**src/rtl/chip_pkg.sv**
```systemverilog
// chip_pkg: shared types, defaults and helpers for the chip capture path.
//   state_t      - capture FSM states (IDLE, WAIT, CAP, HOLD)
//   LEN_CHIP_DEF - nominal chip length used by the system configuration
//   mag_sat()    - saturating magnitude of a sign-extended sample
package chip_pkg;

    typedef enum logic [1:0] {
        IDLE = 2'd0,
        WAIT = 2'd1,
        CAP  = 2'd2,
        HOLD = 2'd3
    } state_t;

    localparam int LEN_CHIP_DEF = 4000;

    // x is a DW-bit sample sign-extended to 64 bits. The most negative value
    // has no positive twin in DW bits, so the result is clamped to
    // 2^(dw-1)-1 and always fits in dw-1 bits.
    function automatic logic [63:0] mag_sat(input logic [63:0] x, input int dw);
        logic [63:0] a;
        logic [63:0] lim;
        lim = (64'd1 << (dw - 1)) - 64'd1;
        a   = x[63] ? (~x + 64'd1) : x;
        return (a > lim) ? lim : a;
    endfunction

endpackage

```
**src/rtl/chip_pre_ring.sv**
```systemverilog
// chip_pre_ring: DEPTH-deep ring of full-width sample words used to reach
// back in time for pre-trigger samples.
//   clk_sys    in   system clock
//   rst        in   async active-high reset (clears the write pointer only)
//   wr_en_i    in   write strobe, one word per strobe
//   wr_data_i  in   word to write
//   delay_i    in   how many strobes back to read; 0 returns wr_data_i
//   rd_data_o  out  combinational read word
module chip_pre_ring
    import chip_pkg::*;
#(
    parameter int W     = 128,
    parameter int DEPTH = 16,
    parameter int PTR_W = $clog2(DEPTH)
) (
    input  logic             clk_sys,
    input  logic             rst,
    input  logic             wr_en_i,
    input  logic [W-1:0]     wr_data_i,
    input  logic [PTR_W-1:0] delay_i,
    output logic [W-1:0]     rd_data_o
);

    logic [W-1:0]     mem_q [DEPTH];
    logic [PTR_W-1:0] wr_ptr_q;
    logic [PTR_W-1:0] rd_addr;

    always_ff @(posedge clk_sys or posedge rst) begin
        if (rst) begin
            wr_ptr_q <= '0;
        end else if (wr_en_i) begin
            wr_ptr_q <= wr_ptr_q + 1'b1;
        end
    end

    always_ff @(posedge clk_sys) begin
        if (wr_en_i) begin
            mem_q[wr_ptr_q] <= wr_data_i;
        end
    end

    // wr_ptr_q - 1 holds the most recent word, so wr_ptr_q - d is the word
    // written d strobes ago; DEPTH is a power of two so the subtraction wraps.
    assign rd_addr   = wr_ptr_q - delay_i;
    assign rd_data_o = (delay_i == '0) ? wr_data_i : mem_q[rd_addr];

endmodule

```
**src/rtl/chip_capture.sv**
```systemverilog
// chip_capture: watches N_CH sample streams, triggers when any channel's
// saturated magnitude reaches cfg_th, and emits one chip of cfg_len samples
// from the strongest channel including up to PRE_DEPTH-1 pre-trigger samples.
//   clk_sys, rst        clock, async active-high reset
//   sm_data, sm_vld     packed input samples (channel k at [k*DW +: DW]) + strobe
//   cfg_en/th/len/pre/holdoff  capture configuration
//   chip_rdy            downstream can accept a full chip
//   chip_d/vld/sop/eop  registered chip sample stream
//   chip_sel, chip_len  channel and length of the current or last chip
//   busy                FSM in CAP or HOLD
//   miss_cnt            saturating count of triggers dropped for chip_rdy=0
//
// state | meaning
// IDLE  | capture disabled, fill count held at 0
// WAIT  | armed, looking for an exceedance with enough ring history
// CAP   | emitting one sample per sm_vld from the selected channel
// HOLD  | ignoring a fixed number of sm_vld strobes after a chip
module chip_capture
    import chip_pkg::*;
#(
    parameter int N_CH      = 8,
    parameter int DW        = 16,
    parameter int PRE_DEPTH = 16,
    parameter int LEN_W     = 20,
    parameter int CH_W      = $clog2(N_CH)
) (
    input  logic                         clk_sys,
    input  logic                         rst,
    input  logic [N_CH*DW-1:0]           sm_data,
    input  logic                         sm_vld,
    input  logic                         cfg_en,
    input  logic [DW-2:0]                cfg_th,
    input  logic [LEN_W-1:0]             cfg_len,
    input  logic [$clog2(PRE_DEPTH)-1:0] cfg_pre,
    input  logic [LEN_W-1:0]             cfg_holdoff,
    input  logic                         chip_rdy,
    output logic [DW-1:0]                chip_d,
    output logic                         chip_vld,
    output logic                         chip_sop,
    output logic                         chip_eop,
    output logic [CH_W-1:0]              chip_sel,
    output logic [LEN_W-1:0]             chip_len,
    output logic                         busy,
    output logic [15:0]                  miss_cnt
);

    localparam int PTR_W = $clog2(PRE_DEPTH);

    state_t           state_q;
    logic [PTR_W-1:0] fill_q;
    logic [PTR_W-1:0] pre_q;
    logic [LEN_W-1:0] len_q;
    logic [LEN_W-1:0] rem_q;
    logic [LEN_W-1:0] hold_q;
    logic [CH_W-1:0]  sel_q;
    logic [DW-1:0]    chip_d_q;
    logic             chip_vld_q;
    logic             chip_sop_q;
    logic             chip_eop_q;
    logic             busy_q;
    logic [15:0]      miss_q;

    // Strongest hot channel; strict '>' keeps the lowest index on ties.
    logic [DW-2:0]    mag;
    logic [DW-2:0]    best_mag;
    logic [CH_W-1:0]  best_ch;
    logic             any_hot;

    always_comb begin
        mag      = '0;
        best_mag = '0;
        best_ch  = '0;
        any_hot  = 1'b0;
        for (int k = 0; k < N_CH; k++) begin
            mag = (DW-1)'(mag_sat({{(64-DW){sm_data[k*DW+DW-1]}}, sm_data[k*DW +: DW]}, DW));
            if ((mag >= cfg_th) && (!any_hot || (mag > best_mag))) begin
                any_hot  = 1'b1;
                best_mag = mag;
                best_ch  = CH_W'(k);
            end
        end
    end

    logic [LEN_W-1:0] len_m1;
    logic [PTR_W-1:0] pre_trig;
    logic             trig;
    logic             take;
    logic             last;
    logic             emit;
    logic [PTR_W-1:0] rd_delay;
    logic [CH_W-1:0]  rd_sel;
    logic [N_CH*DW-1:0] ring_rd;
    logic [DW-1:0]    rd_word;
    state_t           post_state;

    // Pre-trigger depth can never exceed the chip, so a short chip still
    // ends on or after the trigger sample.
    assign len_m1   = cfg_len - 1'b1;
    assign pre_trig = (LEN_W'(cfg_pre) > len_m1) ? PTR_W'(len_m1) : cfg_pre;

    assign trig = (state_q == WAIT) && cfg_en && sm_vld && any_hot &&
                  (cfg_len != '0) && (fill_q >= cfg_pre);
    assign take = trig && chip_rdy;
    assign emit = take || ((state_q == CAP) && sm_vld);
    assign last = take ? (cfg_len == LEN_W'(1)) : (rem_q == LEN_W'(1));

    // The trigger strobe emits before len/pre/sel are latched, so it reads
    // the live values; later strobes use the latched ones.
    assign rd_delay = take ? pre_trig : pre_q;
    assign rd_sel   = take ? best_ch  : sel_q;
    assign rd_word  = ring_rd[rd_sel*DW +: DW];

    assign post_state = (cfg_holdoff != '0) ? HOLD : (cfg_en ? WAIT : IDLE);

    chip_pre_ring #(
        .W     (N_CH*DW),
        .DEPTH (PRE_DEPTH),
        .PTR_W (PTR_W)
    ) u_ring (
        .clk_sys   (clk_sys),
        .rst       (rst),
        .wr_en_i   (sm_vld),
        .wr_data_i (sm_data),
        .delay_i   (rd_delay),
        .rd_data_o (ring_rd)
    );

    always_ff @(posedge clk_sys or posedge rst) begin
        if (rst) begin
            state_q    <= IDLE;
            fill_q     <= '0;
            pre_q      <= '0;
            len_q      <= '0;
            rem_q      <= '0;
            hold_q     <= '0;
            sel_q      <= '0;
            chip_d_q   <= '0;
            chip_vld_q <= 1'b0;
            chip_sop_q <= 1'b0;
            chip_eop_q <= 1'b0;
            busy_q     <= 1'b0;
            miss_q     <= '0;
        end else begin
            chip_vld_q <= emit;
            chip_sop_q <= take;
            chip_eop_q <= emit && last;
            if (emit) begin
                chip_d_q <= rd_word;
            end

            if (state_q == IDLE) begin
                fill_q <= '0;
            end else if (sm_vld && (fill_q != PTR_W'(PRE_DEPTH-1))) begin
                fill_q <= fill_q + 1'b1;
            end

            case (state_q)
                IDLE: begin
                    if (cfg_en) begin
                        state_q <= WAIT;
                    end
                end
                WAIT: begin
                    if (!cfg_en) begin
                        state_q <= IDLE;
                    end else if (trig) begin
                        if (chip_rdy) begin
                            sel_q <= best_ch;
                            len_q <= cfg_len;
                            pre_q <= pre_trig;
                            rem_q <= len_m1;
                            if (last) begin
                                state_q <= post_state;
                                hold_q  <= cfg_holdoff;
                                busy_q  <= (cfg_holdoff != '0);
                            end else begin
                                state_q <= CAP;
                                busy_q  <= 1'b1;
                            end
                        end else if (miss_q != 16'hFFFF) begin
                            miss_q <= miss_q + 1'b1;
                        end
                    end
                end
                CAP: begin
                    if (sm_vld) begin
                        if (last) begin
                            state_q <= post_state;
                            hold_q  <= cfg_holdoff;
                            busy_q  <= (cfg_holdoff != '0);
                        end else begin
                            rem_q <= rem_q - 1'b1;
                        end
                    end
                end
                HOLD: begin
                    if (sm_vld) begin
                        if (hold_q == LEN_W'(1)) begin
                            state_q <= cfg_en ? WAIT : IDLE;
                            busy_q  <= 1'b0;
                        end else begin
                            hold_q <= hold_q - 1'b1;
                        end
                    end
                end
                default: begin
                    state_q <= IDLE;
                    busy_q  <= 1'b0;
                end
            endcase
        end
    end

    assign chip_d   = chip_d_q;
    assign chip_vld = chip_vld_q;
    assign chip_sop = chip_sop_q;
    assign chip_eop = chip_eop_q;
    assign chip_sel = sel_q;
    assign chip_len = len_q;
    assign busy     = busy_q;
    assign miss_cnt = miss_q;

endmodule

```
**config.mk**
```make
export PLATFORM = sky130hd
export DESIGN_NAME = chip_capture
export DESIGN_NICKNAME = d
export VERILOG_FILES = /design/src/rtl/chip_pkg.sv /design/src/rtl/chip_pre_ring.sv /design/src/rtl/chip_capture.sv
export SDC_FILE = /design/constraint.sdc
export NUM_CORES = 2
export LEC_CHECK = 0
export CELL_PAD_IN_SITES_DETAIL_PLACEMENT = 1
export CELL_PAD_IN_SITES_GLOBAL_PLACEMENT = 1
export CORE_MARGIN = 5
export CORE_UTILIZATION = 54
export DETAILED_ROUTE_END_ITERATION = 8
export GPL_ROUTABILITY_DRIVEN = 0
export GPL_TIMING_DRIVEN = 1
export PLACE_DENSITY = 0.85
export SLEW_MARGIN = 40
export SYNTH_ARGS = -nofsm -noshare
export SYNTH_HDL_FRONTEND = slang
export SYNTH_HIERARCHICAL = 1
export SYNTH_SLANG_ARGS = --single-unit
```
**constraint.sdc**
```tcl
create_clock -name clk_sys -period 5.8 [get_ports clk_sys]
set_input_delay 1.16 -clock clk_sys [delete_from_list [all_inputs] [get_ports clk_sys]]
set_output_delay 1.16 -clock clk_sys [all_outputs]
set_load 0.02 [all_outputs]
```
==> metrics.txt, run 1 <==
Top FF cell, synth edfxtp_1; Post-synth EDFFs 2,048; Mapped Cells 5,392; Worst EP post-GRT repair chip_d[4]$_DFFE_PP0P_/D; H-Tree Depth 4; Port Buffers 250; Die Height 431 microns; status aborted with a tool error; GRT overflow 165; synthesized flop and latch total 2,161; Root Driver clkbuf_16; WEP type register input; CTS max path bufs 3; die width 431 microns; stop err [ERROR GRT-0232] Routing congestion too high. Check the congestion heatmap in the GUI.; Starting Density 54.3%; Area contributors post-synth edfxtp_1 (64%), mux4_2 (12%), mux2i_1 (3.8%); # clock sinks 2,161; Synth top area share 64.3%; syn_nets 5,842; Post-CTS Hold Buffers 0; placed insts 8,745; yosys warns 6; Fail Step global routing (5_1_grt); Top-Level Pins 251; leading area contributor after synthesis edfxtp_1; largest net degree at the start of global routing 91; asr flop ratio synth 5.23%; global-route usage over all layers 64.5%; Synth cell types 76; initial antenna violation count 102; sequential area share after synthesis 67.3%; Post-Syn Area 95,600 sq um; Std-Cell Rows 154; average size of a mapped cell 17.7 sq um; CTS Buf Count 213; DP HPWL 217,000 microns
==> cells by family after synthesis <==
family / synth area share [%]
buf+inv: 1.92
simple gates: 4.26
xor+xnor: 1.11
compound gates: 5.80
flops: 67.3
fa+ha+maj: 3.38
mux: 16.3
==> metal layers <==
layer  overflow  global-route usage (%)
met5          0                    26.9
met4         66                    62.9
met1          4                    64.0
met2         93                    80.1
met3          2                    50.4
==> cell usage after synthesis (16+ instances only) <==
| library cell | number |
|---|---|
| a21o_1 | 74 |
| a21oi_1 | 145 |
| a221o_1 | 17 |
| a221oi_2 | 121 |
| a31oi_1 | 16 |
| and2_1 | 31 |
| and3_1 | 27 |
| buf_2 | 84 |
| buf_4 | 36 |
| buf_6 | 24 |
| clkbuf_1 | 118 |
| dfrtp_1 | 113 |
| edfxtp_1 | 2048 |
| ha_1 | 257 |
| inv_1 | 109 |
| mux2_2 | 31 |
| mux2i_1 | 364 |
| mux4_2 | 512 |
| nand2_1 | 256 |
| nand2b_1 | 25 |
| nand3_1 | 46 |
| nand4_1 | 31 |
| nor2_1 | 285 |
| nor2b_1 | 20 |
| nor3_1 | 42 |
| nor4_1 | 22 |
| o21a_1 | 17 |
| o21ai_0 | 133 |
| o22ai_1 | 24 |
| o31ai_1 | 32 |
| or3_1 | 28 |
| xnor2_1 | 34 |
| xor2_1 | 87 |
==> through the flow <==
stage,cell area (sq um),setup slack [ps],setup TNS [ps],hold slack (ps)
4_1_cts,119000,-11780,-249270,467
3_5_place_dp,109000,-13370,-386750,463
3_3_place_gp,109000,-12350,-351300,446
2_1_floorplan,96100,-11510,-225180,433
==> timing repair <==
action                     4_1_cts
pin swaps                      131
setup endpoints to repair      105
resized for setup              392
cloned                          14
buffers inserted               108
==> run 2: changes to the inputs <==
--- a/config.mk
+++ b/config.mk
@@ -5,14 +5,12 @@
 export SDC_FILE = /design/constraint.sdc
 export NUM_CORES = 2
 export LEC_CHECK = 0
-export CELL_PAD_IN_SITES_DETAIL_PLACEMENT = 1
-export CELL_PAD_IN_SITES_GLOBAL_PLACEMENT = 1
 export CORE_MARGIN = 5
-export CORE_UTILIZATION = 54
+export CORE_UTILIZATION = 40
 export DETAILED_ROUTE_END_ITERATION = 8
 export GPL_ROUTABILITY_DRIVEN = 0
 export GPL_TIMING_DRIVEN = 1
-export PLACE_DENSITY = 0.85
+export PLACE_DENSITY_LB_ADDON = 0.15
 export SLEW_MARGIN = 40
 export SYNTH_ARGS = -nofsm -noshare
 export SYNTH_HDL_FRONTEND = slang
==> run 2 against run 1 <==
The flow now finishes, with violations (setup timing). Synthesized cell count stayed put. Synthesized area did not move.
==> metrics.txt, run 2 <==
fin area 121,000 sq um; max-slew violation count 0; crit-path max cell delay 590 ps; Req. time, crit path 6540 ps; crit path kind in2reg; Synth cell types 76 (unchanged); Top FF cell, synth edfxtp_1 (unchanged); TritonCTS clock tree yes; Seq. cell area 64,300 sq um; largest net degree at the start of global routing 86; Net Switching 26,000 uW; synthesized flop and latch total 2,161 (unchanged); Nets 7,224; first-pass GRT wire length 427,000 microns; critical-path maximum fanout 7; most used cell, CP ha_4; WL final 302,000 microns; filler cell count 19,600; CTS max path bufs 3 (unchanged); Worst EP arrival 17,970 ps; combinational family with the most area after synthesis multiplexers (unchanged); reg2reg path depth 24; DRC violations left 0; Logic pwr share 51.9%; Top-Level Pins 251 (unchanged); post-DR vias/cell 5.66; Startpoint Class primary input; Most flops, register u_ring/mem_q; Initial DRC Count 5,268; sequential area share after synthesis 67.3% (unchanged); Reg2Reg Setup Slack -60 ps; Area Overhead vs Synth 26.2%; wire per inst 29.8 microns; Sequential Power Share 27.9%; hold_sp pre_q[1]; f_max 58.0 MHz; Mapped Cells 5,392 (unchanged); area of the multi-input gates 31,000 sq um; Peak supply drop 0.531 mV; H-Tree Depth 4 (unchanged); count leader, synth edfxtp_1 (unchanged); Final period util 297%; most frequent cells in the layout edfxtp_1 (2,048), buf_4 (954), mux4_2 (512); Pint 43,700 uW; Critical Path End Type flip-flop; failing checks setup timing; clock skew 35.8 ps; buffer and inverter count on the worst path 15; Reg-to-Reg End chip_d[4]; Root Driver clkbuf_16 (unchanged); CTS clock-pin slew for the worst setup and hold paths 60 ps; Hold Vio Cnt, Final 0; layout cells sized above 1 34.5%; DR vias 57,500; final setup margin -11,430 ps; DP HPWL 196,000 microns (was 217,000 microns); Post-CTS Hold Buffers 0 (unchanged); Port Buffers 250 (unchanged); sw frac 37.3%; Synth top area share 64.3% (unchanged); Core Util, Final 50.7%; drt first pass iters 6; Critical Path Slowest Stage Cell or4b_4; most common cell after layout, fill and taps aside edfxtp_1; power per cell area 577 nW/um^2; adder-cell area share of the yosys netlist 3.38% (unchanged); status complete, but fails checks (was aborted with a tool error); mux cell area share after synthesis 16.3% (unchanged); type of the most critical hold path reg2reg; fraction of the mapped netlist area in simple logic gates 4.26% (unchanged); clock power share 20.2%; post-synthesis compound-gate area fraction 5.80% (unchanged); Tmin final 17,230 ps; number of global-route vias before repair 58,400; leading area contributor after synthesis edfxtp_1 (unchanged); average size of a mapped cell 17.7 sq um (unchanged); final setup fails 105; global-route usage over all layers 23.8%; Post-synth EDFFs 2,048 (unchanged); die width 499 microns (was 431 microns); RSZ-0062 raised after global routing true; Final Power 69,700 uW; CORE AREA 238,000 sq um; hold path cells 2; commonest cells in the netlist edfxtp_1 (2,048), mux4_2 (512), mux2i_1 (364) (unchanged); Leakage 0.0430 uW; Max transition margin 39.1%; Starting Density 40.2% (was 54.3%); Worst-Margin Slew 914 ps; Synth Area in XOR/XNOR 1.11% (unchanged); # clock sinks 2,161 (unchanged); Hold Path End pre_q[1]; latest clock arrival within the worst-skew pair 880 ps; max reg flops 2,048; worst hold slack 468 ps; CTS Buf Count 224 (was 213); CP top delay family compound AO/OA/AOI/OAI gates; Routed Antenna Nets 0; r2r startpoint fill_q[0]; Area contributors post-synth edfxtp_1 (64%), mux4_2 (12%), mux2i_1 (3.8%) (unchanged); max-cap violations 0; syn_nets 5,842 (unchanged); Std-Cell Rows 179 (was 154); Die ar. 249,000 sq um; GRT overflow 0; yosys warns 6 (unchanged); initial antenna violation count 15; Die Height 499 microns (was 431 microns); asr flop ratio synth 5.23% (unchanged); Placed Instance Area 111,000 sq um (was 109,000 sq um); Post-Syn Area 95,600 sq um (unchanged)
[run 2: cell counts after synthesis]
Identical to the previous run, type by type.
[run 2: per-stage QoR]
step / setup slack [ps] / TNS, ps / instances
after CTS: -11130 / -261950 / 10100
after detailed placement: -13110 / -365570 / 9633
after global routing: -11980 / -301580 / 10100
after floorplan: -11510 / -225180 / 5392
final: -11430 / -281210 / 10100
after global placement: -12720 / -365370 / 9629
[run 2: power groups by stage]
stage | Sequential [uW] | Combinational (uW) | Clock, uW
2_1_floorplan | 19800 | 19500 | 0
3_3_place_gp | 19700 | 34900 | 0
3_5_place_dp | 19700 | 34900 | 0
4_1_cts | 19400 | 35500 | 14400
5_1_grt | 19500 | 38000 | 15100
6_report | 19400 | 36200 | 14100
[run 2: how the worst max path moves through the flow]
stage	from	end	slack (ps)	depth (start not counted)
after global placement	sm_data[6]	chip_d[3]	-12720	86
after CTS	sm_data[6]	chip_d[2]	-11130	86
final	sm_data[7]	chip_d[4]	-11430	86
after detailed placement	sm_data[7]	chip_d[3]	-13110	81
after global routing	sm_data[7]	chip_d[4]	-11980	86
after floorplan	sm_data[6]	chip_d[13]	-11510	86
[run 2: timing repair]
item                                    CTS  global route
cloned                                    5             8
endpoints found under the setup margin   95           105
resized for setup                       178           173
buffers inserted                         41            32
endpoints found under the hold margin     0             0
pin swaps                                48            90
[run 2: per-layer routing]
metal | part of all wire [%] | GRT usage [%]
met1 | 43 | 33.1
met2 | 46 | 37.7
met3 | 6.4 | 4.25
met4 | 4.2 | 8.86
met5 | 0.0066 | 0
[run 2: worst reg2reg max path, stage by stage (launching register included)]
cell	delay (ps)
dfrtp_1	390
inv_1	80
ha_1	270
nand2b_1	100
a21o_1	100
a21o_1	100
a21o_1	140
nand4_1	170
buf_12	190
a21o_1	200
buf_12	150
buf_6	120
o21ai_0	500
ha_4	210
inv_1	50
fa_4	820
buf_12	230
buf_12	270
mux4_2	370
mux2i_1	280
a221oi_2	150
buf_4	190
mux2i_1	180
mux2i_1	160
a221o_1	320
[run 2: logic make-up after synthesis]
family	after synthesis
DFF	2161
buffers and inverters	376
muxes	910
and+or+nand+nor	868
AOI/OAI and AO/OA	698
adders and majority gates	258
xor gates and xnor gates	121
[run 2: area by class of cell]
class                           instances  share of cell area, %
Sequential cell                      2161                   53.3
Timing Repair Buffer                 1423                   11.4
Inverter                              109                  0.345
Antenna cell                           11                 0.0228
Clock buffer                          279                   4.85
Tap cell                             3167                   3.28
Clock inverter                        141                   1.12
Multi-Input combinational cell       2855                   25.7
Power figures use the tool's default switching activity.
